[src/rtl/alu_muldiv_seq.sv]
// alu_muldiv_seq: multi-cycle unsigned RV32M multiply/divide sequencer.
// It time-shares the execute-stage 32-bit ALU for every 32-bit add/subtract,
// doing one shift-add (MUL/MULHU) or shift-subtract (DIVU/REMU) step per cycle.
// Shifts, the multiply carry and the divide compare are done locally.
//
// Ports:
//   clk, rst                  clock (rising edge), async active-high reset
//   req_valid/req_ready       request handshake; req_ready is high only in IDLE
//   req_op, req_a, req_b      0=MUL 1=MULHU 2=DIVU 3=REMU, operands
//   kill                      abort in-flight op (pipeline flush)
//   resp_valid/resp_ready     response handshake
//   resp_data                 registered result
//   busy                      ALU is granted to this block while high
//   alu_a, alu_b, alu_sel     ALU operand/select drive
//   alu_out                   ALU result, combinational, same cycle
//
// state | meaning
// IDLE  | waiting for a request, ALU outputs parked at ADD 0+0
// ITER  | one shift-add / shift-subtract step per cycle, 32 steps
// DONE  | result held on resp_data until the consumer takes it

`ifndef ALU_ADD
`define ALU_ADD 4'b0000
`endif
`ifndef ALU_SUB
`define ALU_SUB 4'b0001
`endif

module alu_muldiv_seq #(
    parameter int WIDTH         = 32,
    parameter bit ZERO_DIV_FAST = 1'b1
) (
    input  logic             clk,
    input  logic             rst,
    input  logic             req_valid,
    output logic             req_ready,
    input  logic [1:0]       req_op,
    input  logic [WIDTH-1:0] req_a,
    input  logic [WIDTH-1:0] req_b,
    input  logic             kill,
    output logic             resp_valid,
    input  logic             resp_ready,
    output logic [WIDTH-1:0] resp_data,
    output logic             busy,
    output logic [WIDTH-1:0] alu_a,
    output logic [WIDTH-1:0] alu_b,
    output logic [3:0]       alu_sel,
    input  logic [WIDTH-1:0] alu_out
);

    localparam int CNT_W = $clog2(WIDTH);

    typedef enum logic [1:0] {S_IDLE, S_ITER, S_DONE} state_t;

    state_t             state_q, state_d;
    logic [CNT_W-1:0]   cnt_q, cnt_d;
    logic [1:0]         op_q, op_d;
    // hi: acc_hi (multiply) or rem (divide)
    // lo: acc_lo (multiply) or quo (divide)
    // opb: mcand (multiply) or dvsr (divide)
    logic [WIDTH-1:0]   hi_q, hi_d;
    logic [WIDTH-1:0]   lo_q, lo_d;
    logic [WIDTH-1:0]   opb_q, opb_d;
    logic [WIDTH-1:0]   resp_data_q, resp_data_d;

    logic [WIDTH:0]     sh;
    logic               carry;
    logic               ge;

    always_ff @(posedge clk or posedge rst) begin
        if (rst) begin
            state_q     <= S_IDLE;
            cnt_q       <= '0;
            op_q        <= '0;
            hi_q        <= '0;
            lo_q        <= '0;
            opb_q       <= '0;
            resp_data_q <= '0;
        end else begin
            state_q     <= state_d;
            cnt_q       <= cnt_d;
            op_q        <= op_d;
            hi_q        <= hi_d;
            lo_q        <= lo_d;
            opb_q       <= opb_d;
            resp_data_q <= resp_data_d;
        end
    end

    always_comb begin
        state_d     = state_q;
        cnt_d       = cnt_q;
        op_d        = op_q;
        hi_d        = hi_q;
        lo_d        = lo_q;
        opb_d       = opb_q;
        resp_data_d = resp_data_q;
        alu_a       = '0;
        alu_b       = '0;
        alu_sel     = `ALU_ADD;
        sh          = '0;
        carry       = 1'b0;
        ge          = 1'b0;

        case (state_q)
            S_IDLE: begin
                if (req_valid && !kill) begin
                    // Both op families start with hi=0, lo=a, opb=b.
                    op_d  = req_op;
                    cnt_d = '0;
                    hi_d  = '0;
                    lo_d  = req_a;
                    opb_d = req_b;
                    if (ZERO_DIV_FAST && req_op[1] && (req_b == '0)) begin
                        state_d     = S_DONE;
                        resp_data_d = req_op[0] ? req_a : '1;
                    end else begin
                        state_d = S_ITER;
                    end
                end
            end
            S_ITER: begin
                if (op_q[1]) begin
                    // Restoring division; when sh[WIDTH] is set the
                    // modulo-2^WIDTH wrap of the subtract is the right remainder.
                    sh      = {hi_q, lo_q[WIDTH-1]};
                    alu_a   = sh[WIDTH-1:0];
                    alu_b   = opb_q;
                    alu_sel = `ALU_SUB;
                    ge      = sh[WIDTH] | (sh[WIDTH-1:0] >= opb_q);
                    hi_d    = ge ? alu_out : sh[WIDTH-1:0];
                    lo_d    = {lo_q[WIDTH-2:0], ge};
                end else begin
                    alu_a   = hi_q;
                    alu_b   = lo_q[0] ? opb_q : '0;
                    alu_sel = `ALU_ADD;
                    carry   = (alu_out < hi_q);
                    hi_d    = {carry, alu_out[WIDTH-1:1]};
                    lo_d    = {alu_out[0], lo_q[WIDTH-1:1]};
                end
                cnt_d = cnt_q + 1'b1;
                if (cnt_q == CNT_W'(WIDTH - 1)) begin
                    state_d     = S_DONE;
                    // MUL/DIVU take lo (acc_lo/quo), MULHU/REMU take hi.
                    resp_data_d = op_q[0] ? hi_d : lo_d;
                end
            end
            S_DONE: begin
                if (resp_ready) begin
                    state_d = S_IDLE;
                end
            end
            default: state_d = S_IDLE;
        endcase

        // A flush wins over any step or handshake in progress.
        if (kill && (state_q != S_IDLE)) begin
            state_d     = S_IDLE;
            resp_data_d = resp_data_q;
        end
    end

    assign req_ready  = (state_q == S_IDLE);
    assign resp_valid = (state_q == S_DONE);
    assign busy       = (state_q != S_IDLE);
    assign resp_data  = resp_data_q;

endmodule

[config.mk]
export PLATFORM = sky130hd
export DESIGN_NAME = alu_muldiv_seq
export DESIGN_NICKNAME = d
export VERILOG_FILES = /design/src/rtl/alu_muldiv_seq.sv
export SDC_FILE = /design/constraint.sdc
export NUM_CORES = 1
export LEC_CHECK = 0
export ABC_AREA = 0
export BUFFER_PORTS_ARGS = -buffer_cell sky130_fd_sc_hd__buf_2
export CORE_UTILIZATION = 55
export DETAILED_ROUTE_END_ITERATION = 7
export PLACE_DENSITY = 0.8
export SYNTH_ARGS = -nofsm -noshare
export SYNTH_HDL_FRONTEND = slang
export SYNTH_SLANG_ARGS = --single-unit
[constraint.sdc]
create_clock -name clk -period 5.9 [get_ports clk]
set_clock_uncertainty 0.2 [all_clocks]
set_input_delay 1.18 -clock clk [delete_from_list [all_inputs] [get_ports clk]]
set_output_delay 1.18 -clock clk [all_outputs]
set_load 0.02 [all_outputs]
**Word level (Yosys, flattened, before mapping)**

Index checks and enable logic that the tools add are counted.

- Output and inout port bits: 103
- Flip-flop bits (word level): 137

- $add $sub $neg: 1
- Bitwise gates (word level): 2
- Reductions and logical operators: 12
- Equality and inequality tests: 9
- Mux-type cells: 28
- Magnitude comparators: 2

Operators with widths:

| cell | count |
|---|---|
| 32-bit 2-to-1 mux | 15 |
| 32-bit one-hot mux with 2 select lines | 3 |
| 32-bit >= comparator | 1 |
| 32-bit zero test | 1 |
| 32-bit < comparator | 1 |
| 2-bit 2-to-1 mux | 5 |
| 5-bit one-hot mux with 2 select lines | 1 |
| 3-bit by 1-bit inequality test with 1-bit output (second input constant) | 2 |
| 2-bit one-hot mux with 3 select lines | 1 |
| 5-bit by 1-bit adder with 5-bit output (second input constant) | 1 |
| 5-bit equality test (second input constant) | 1 |
| 5-bit 2-to-1 mux | 1 |
| 5-bit AND reduction | 1 |
| 2-bit by 1-bit inequality test with 1-bit output (second input constant) | 2 |
| 2-bit AND reduction | 2 |
| 2-bit nonzero test | 2 |
| 1-bit logical AND | 3 |
| 3-bit inequality test (second input constant) | 1 |
| 3-bit AND reduction | 1 |
| 2-bit by 1-bit equality test with 1-bit output (second input constant) | 1 |
| 2-bit equality test (second input constant) | 1 |
| 2-bit zero test | 1 |
| 1-bit 2-to-1 mux | 2 |
| 2-bit inequality test (second input constant) | 1 |
| other kinds (3) | 3 |

**Longest topological paths before layout**

Gate-level depths: netlist of the first run.

- Depth after elaboration: 7
- Depth in mapped cells: 11
- Depth with buffers taken out: 9

**Worst setup path before layout of the first run**

Ideal clock, no wire load.

- Path type: register -> output
- Start point: register op_q[1]
- End point: output alu_b[10]
- Required time: 4520 ps
- Stages on the path, launching flop included: 6
- Setup slack: 2714 ps
- Buffers on the path: 3
- Data arrival time: 1806 ps
- Cells stage by stage: dfrtp_1 > clkbuf_1 > buf_1 > nor2_1 > clkbuf_1 > nor3_1

- Word-level cells in the longest chain between the ends: 2

Ends and longest elaborated chain:

| element | RTL line | text |
|---|---|---|
| from (decl) | 57 | `logic [1:0] op_q, op_d;` |
| from (signal assigned) | 82 | `op_q <= op_d;` |
| 32-bit 2-to-1 mux | 123 | `if (op_q[1]) begin` |
| 32-bit 2-to-1 mux | 105 | `case (state_q)` |
| to (decl) | 46 | `output logic [WIDTH-1:0] alu_b,` |

Every way passes these cells.

**Worst setup path after layout of the first run**

- Start point: register op_q[1]
- End point: output alu_a[31]

- Word-level cells in the longest chain between the ends: 2

Ends and longest elaborated chain:

| element | RTL line | text |
|---|---|---|
| 32-bit 2-to-1 mux | 123 |  |
| 32-bit 2-to-1 mux | 105 |  |
| to (decl) | 45 | `output logic [WIDTH-1:0] alu_a,` |

Every way passes these cells.

==> results of run 1 <==
critical path, stage by stage (launching register included):
cell and delay (ns):
dfrtp_4 0.88, buf_4 0.65, nand2_1 0.18, a21oi_1 0.20, buf_2 0.21
routing by layer:
| layer | track usage | wire (µm) |
|---|---|---|
| met1 | 0.4885 | 13360 |
| met2 | 0.5014 | 13520 |
| met3 | 0.07245 | 3107 |
| met4 | 0.1099 | 688 |
| met5 | 0 | 0 |
report_power, final:
part | total, W | internal (W) | switching, W
logic | 0.00172 | 0.000654 | 0.00107
clock network | 0.00102 | 0.000552 | 0.000469
registers | 0.00143 | 0.00115 | 0.000272
total | 0.00417 | 0.00236 | 0.00181
cell families (layout without fill, tap and decap cells):
logic type	count (synthesis)	after routing	synth area share
compound gates	408	408	0.2789
xor+xnor	1	1	0.0009040
fa+ha+maj	65	65	0.08393
buf+inv	167	316	0.06882
flops	137	137	0.3538
simple gates	297	297	0.1429
mux	68	68	0.07037
other cells	1	4	0.0003870
how the worst max path moves through the flow:
stage / depth (start not counted) / slack, ns / start / to
2_1_floorplan: 1 / 0.85 / rst / cnt_q[0]
3_3_place_gp: 9 / 1.91 / req_b[29] / resp_data[28]
3_5_place_dp: 9 / 1.85 / req_b[29] / resp_data[30]
4_1_cts: 4 / 1.96 / op_q[1] / alu_a[0]
5_1_grt: 4 / 1.84 / op_q[1] / alu_a[0]
6_report: 4 / 1.95 / op_q[1] / alu_a[31]
synth_stat cells (3+ instances only):
cell type | number | share of area
a21o_1 | 6 | 0.0046
or3_1 | 10 | 0.0065
mux2i_1 | 67 | 0.069
a211oi_1 | 21 | 0.016
buf_1 | 10 | 0.0039
nor3_1 | 54 | 0.028
o311ai_0 | 20 | 0.018
o211ai_1 | 9 | 0.0070
ha_1 | 65 | 0.084
nand3_1 | 11 | 0.0057
a221o_1 | 31 | 0.032
buf_2 | 8 | 0.0041
a21boi_1 | 8 | 0.0062
and4_1 | 3 | 0.0027
o32ai_1 | 10 | 0.0090
dfrtp_1 | 137 | 0.35
a31o_2 | 20 | 0.018
clkbuf_1 | 74 | 0.029
nor4_1 | 7 | 0.0045
a211o_1 | 3 | 0.0027
a21oi_1 | 52 | 0.027
a31oi_1 | 4 | 0.0026
nor2_1 | 88 | 0.034
a21boi_0 | 13 | 0.010
inv_1 | 69 | 0.027
buf_4 | 4 | 0.0031
o311a_1 | 9 | 0.0093
o21ai_0 | 170 | 0.088
nand4_1 | 12 | 0.0077
o21ai_1 | 8 | 0.0041
o2111ai_1 | 9 | 0.0081
nand2_1 | 83 | 0.032
nand2b_1 | 14 | 0.0090
flip-flops by register name (all words and copies together) (netlist names):
name and cells:
state_q 2, cnt_q 5, op_q 2, opb_q 32, resp_data 32, hi_q 32, lo_q 32
layout make-up:
type	count	area, µm²	area share
multi-input cells	842	5635	0.4997
flip-flops and latches	137	3432	0.3043
repair buffers	215	1109	0.09830
clock buffers	17	425.4	0.03772
well taps	225	281.5	0.02496
inverters	69	261.5	0.02319
clock inverters	15	130.1	0.01154
diodes	1	2.502	0.0002219
per-stage QoR:
step / hold WS, ns / instances / cell area [µm²]
2_1_floorplan: 0.2637 / 1146 / 9698
3_3_place_gp: 0.2877 / 1488 / 10720
3_5_place_dp: 0.2996 / 1488 / 10720
4_1_cts: 0.3153 / 1520 / 11270
5_1_grt: 0.3444 / 1521 / 11280
6_report: 0.3203 / 1521 / 11280
==> flow_summary.ini, run 1 <==
[timing]
max_freq_mhz = 253.3
rsz0062_at_grt = no
fin_crit_sh = 0.6691
fin_ws_ns = 1.952
final_max_slew_viol_count = 0
hold_viol = 0
slew-limit-headroom = 0.3022
setup_violations = 0
period_needed_ns = 3.948
tns_ns = 0
worstMarginPinSlew_ns = 1.047

[clock_tree]
clk_pin_slew_ns = 0.06
clk_latency_ns = 0.43
root_buffer = clkbuf_16
cts_inserted_buffers = 17
cts.sinks = 137
h-tree-depth = 4
cts.repair.resized = 0
ctsHoldBuffers = 0
cts_tree = yes
cts_max_path_buffers = 2
post-cts-setup-buffers = 0

[synthesis]
synth_warnings = 0
syn_avg_cell_area_um2 = 8.471
synth_flop_cell = dfrtp_1
ys_ff_latch = 137
syn_area_um2 = 9691
ys_seq_area_frac = 0.3538
synth_edf_count = 0
async_flop_share = 1.000
ys_types = 58
synthCells = 1144

[worst_setup_path]
endpoint_kind = primary output
reg2regPathDepth = 9
r2r_slack_ns = 2.25
critPathLaunchType = flop
cp_data_arrival_time_ns = 2.57
setup.worst_path.class = flop to primary output
crit_fanout = 52
timing.rr.end = resp_data[31]
required_ns = 4.52
reg2reg_from = lo_q[31]

[hold_path]
holdPathStages = 2
hold-path-endpoint = cnt_q[4]
holdCritStartpoint = cnt_q[4]
hold_class = flop to flop

[floorplan]
core_area_um2 = 17240
die_w_um = 134.7
placementRows = 48
num_io_pins = 206
die_area_um2 = 18150
start_util = 0.5622
die_y_um = 134.7

[final_layout]
drive_gt1_frac = 0.2178
n_fill_cell = 1452
layout_common_cells = 202 x buf_2, 170 x o21ai_0, 136 x dfrtp_1, 86 x nor2_1, 83 x nand2_1
syn2layout_area_growth_pct = 16.37
final_nets = 1450
final_util = 0.6543
final_common_cell = buf_2

[global_route]
antenna_found_initial = 1
grt_max_degree = 107
grt-ovfl-total = 0
grt_use_total = 0.3376
grt_pass1_wl_um = 47560
grt_pass1_vias = 8876

[placed_design]
io_buffer_count = 202
place_ws_ns = 1.855
gp_congestion = 0.9211
dp_hpwl_um = 21100

[power_and_ir_drop]
power_density_nw_per_um2 = 369.5
ir_drop_v = 0.0002901
total_leakage_power_nw = 5.212
power.total_w = 0.004167

[routing]
vias = 9904
ant_nets = 0
wl_um = 30680
route.detailed.drc = 2
first_iter_violations = 1068
routed_via_density = 6.512
drt-pass1-iter-count = 8
wl_per_cell_um = 20.17

[run_status]
status = complete, but fails checks
violations = design-rule violations

[run]
drv_cap = 0
Note: power is estimated with default switching activity, not from simulation.
==> run 2: changes to the inputs <==
Settings changed: ABC_AREA 0 to 1.
Clock period 5.9 ns to 3.95 ns, I/O delays scaled along.
==> flow_summary.ini, run 2 <==
[routing]
drt-pass1-iter-count = 5
first_iter_violations = 795
ant_nets = 0
routed_via_density = 5.554
wl_per_cell_um = 15.78
vias = 10200
route.detailed.drc = 0
wl_um = 28980

[global_route]
grt_max_degree = 104
grt-ovfl-total = 0
antenna_found_initial = 2
grt_pass1_vias = 9541
grt_pass1_wl_um = 46540
grt_use_total = 0.3222

[worst_setup_path]
reg2regPathDepth = 17
critPathLaunchType = flop
path_depth = 6
endpoint_kind = primary output
critPathMaxStageDelay_ns = 0.78
crit_chain = inv_2 > nor2_4 > buf_4 > o21ai_0 > a21oi_1 > buf_2
setup.worst_path.class = flop to primary output
cp_data_arrival_time_ns = 2.47
timing.critical_path.max_delay_family = buffers and inverters
cp_slowest_cell = buf_4
cp_num_buf_inv = 3
required_ns = 2.96
crit_fanout = 103

[timing]
tns_ns = 0
hold_viol = 0
slew-limit-headroom = 0.1749
final_max_slew_viol_count = 0
fin_crit_sh = 0.8766
worstMarginPinSlew_ns = 1.236
period_needed_ns = 3.463
setup_violations = 0
fin_ws_ns = 0.4872
rsz0062_at_grt = no
max_freq_mhz = 288.8

[synthesis]
synth_area_leader_cell = dfrtp_1
ys_seq_area_frac = 0.3468
synth.top_cell.area_share = 0.3468
syn_avg_cell_area_um2 = 6.841
synth_flop_cell = dfrtp_1
synth_most_common_cell = nand2_1
ys_types = 41
async_flop_share = 1.000
syn_area_um2 = 9886
synth_area_leaders = dfrtp_1 35%, nand2_1 18%, ha_1 8.2%, inv_1 7.7%, a21oi_1 6.3%
ys_ff_latch = 137
synth_edf_count = 0
synth_common_cells = 480 x nand2_1, 203 x inv_1, 137 x dfrtp_1, 125 x a21oi_1, 108 x o21ai_0
synthCells = 1445
synth_warnings = 0

[placed_design]
place_ws_ns = 0.8863
dp_hpwl_um = 20150
gp_congestion = 0.9233
io_buffer_count = 202

[floorplan]
die_y_um = 136.1
core_area_um2 = 17420
placementRows = 48
die_area_um2 = 18510
start_util = 0.5676
num_io_pins = 206
die_w_um = 136.1

[clock_tree]
cts_tree = yes
clk_pin_slew_ns = 0.06
clk_latency_ns = 0.43
ctsHoldBuffers = 0
cts_inserted_buffers = 17
cts_max_path_buffers = 2
cts.sinks = 137
h-tree-depth = 4
post-cts-setup-buffers = 0
cts.repair.resized = 0
root_buffer = clkbuf_16

[final_layout]
final_common_cell = nand2_1
syn2layout_area_growth_pct = 16.69
final_util = 0.6624
layout_common_cells = 480 x nand2_1, 202 x buf_2, 201 x inv_1, 135 x dfrtp_1, 125 x a21oi_1
final_nets = 1766
drive_gt1_frac = 0.1862

[power_and_ir_drop]
ir_drop_v = 0.0005736
power_density_nw_per_um2 = 902.2
total_leakage_power_nw = 6.218

[hold_path]
hold_class = input port to asynchronous set/reset pin

[run_status]
status = completed

[run]
drv_cap = 0
[run 2: changes by cell type after synthesis, moves of 20 or more]
cell and delta:
inv_1 +134, nor2_1 -34, o21ai_1 +24, a21oi_1 +73, a31o_2 -20, nand2_1 +397, nand3_1 +30, mux2i_1 -67
a211oi_1 -20, a221o_1 -31, o21ai_0 -62, clkbuf_1 -25
[run 2: final timing paths]
path,slack (ns),startpoint,to
setup reg to reg,1.01,hi_q[26],resp_data[11]
hold reg to reg,0.32,cnt_q[4],cnt_q[4]
min in group clk,0.32,cnt_q[4],cnt_q[4]
hold / removal,0.09,rst,resp_data[22]
setup / recovery,0.49,state_q[0],alu_a[31]
max in group asynchronous,2.80,rst,op_q[0]
[run 2: power by group]
| part | switching (W) | total [W] | internal, W |
|---|---|---|---|
| registers | 0.000559 | 0.00264 | 0.00208 |
| clock network | 0.000632 | 0.00163 | 0.00100 |
| logic | 0.00418 | 0.00614 | 0.00196 |
[run 2: logic make-up (layout without fill, tap and decap cells)]
logic type,Yosys count,after routing,share of synthesized area
AOI/OAI and AO/OA,310,310,0.1883
buffers and inverters,290,454,0.1187
and+or+nand+nor,641,641,0.2626
xor gates and xnor gates,1,1,0.0008861
adders and majority gates,65,65,0.08227
other,1,4,0.0003793
DFF,137,137,0.3468
[run 2: final cells by class]
class,instances,area (µm²)
repair buffers,215,1146
well taps,225,281.5
flip-flops and latches,137,3431
multi-input cells,1020,5294
diodes,1,2.502
fillers,1573,5881
clock buffers,23,488.0
inverters,207,780.7
clock inverters,9,112.6
[run 2: per-layer routing]
metal / up-vias / track usage / part of all wire
li1: 4940 / - / -
met1: 4760 / 0.4065 / 0.41
met2: 412 / 0.5274 / 0.47
met3: 90 / 0.04959 / 0.071
met4: 0 / 0.1778 / 0.047
met5: - / 0 / 0
[run 2: through the flow]
step | hold WS [ns] | total power, W | instances | cell area (µm²)
2_1_floorplan | 0.2678 | 0.007122 | 1447 | 9897
3_3_place_gp | 0.2893 | 0.008544 | 1804 | 10930
3_5_place_dp | 0.2933 | 0.008683 | 1804 | 10930
4_1_cts | 0.09144 | 0.01037 | 1836 | 11530
5_1_grt | 0.1060 | 0.01132 | 1836 | 11530
6_report | 0.09149 | 0.01041 | 1837 | 11540
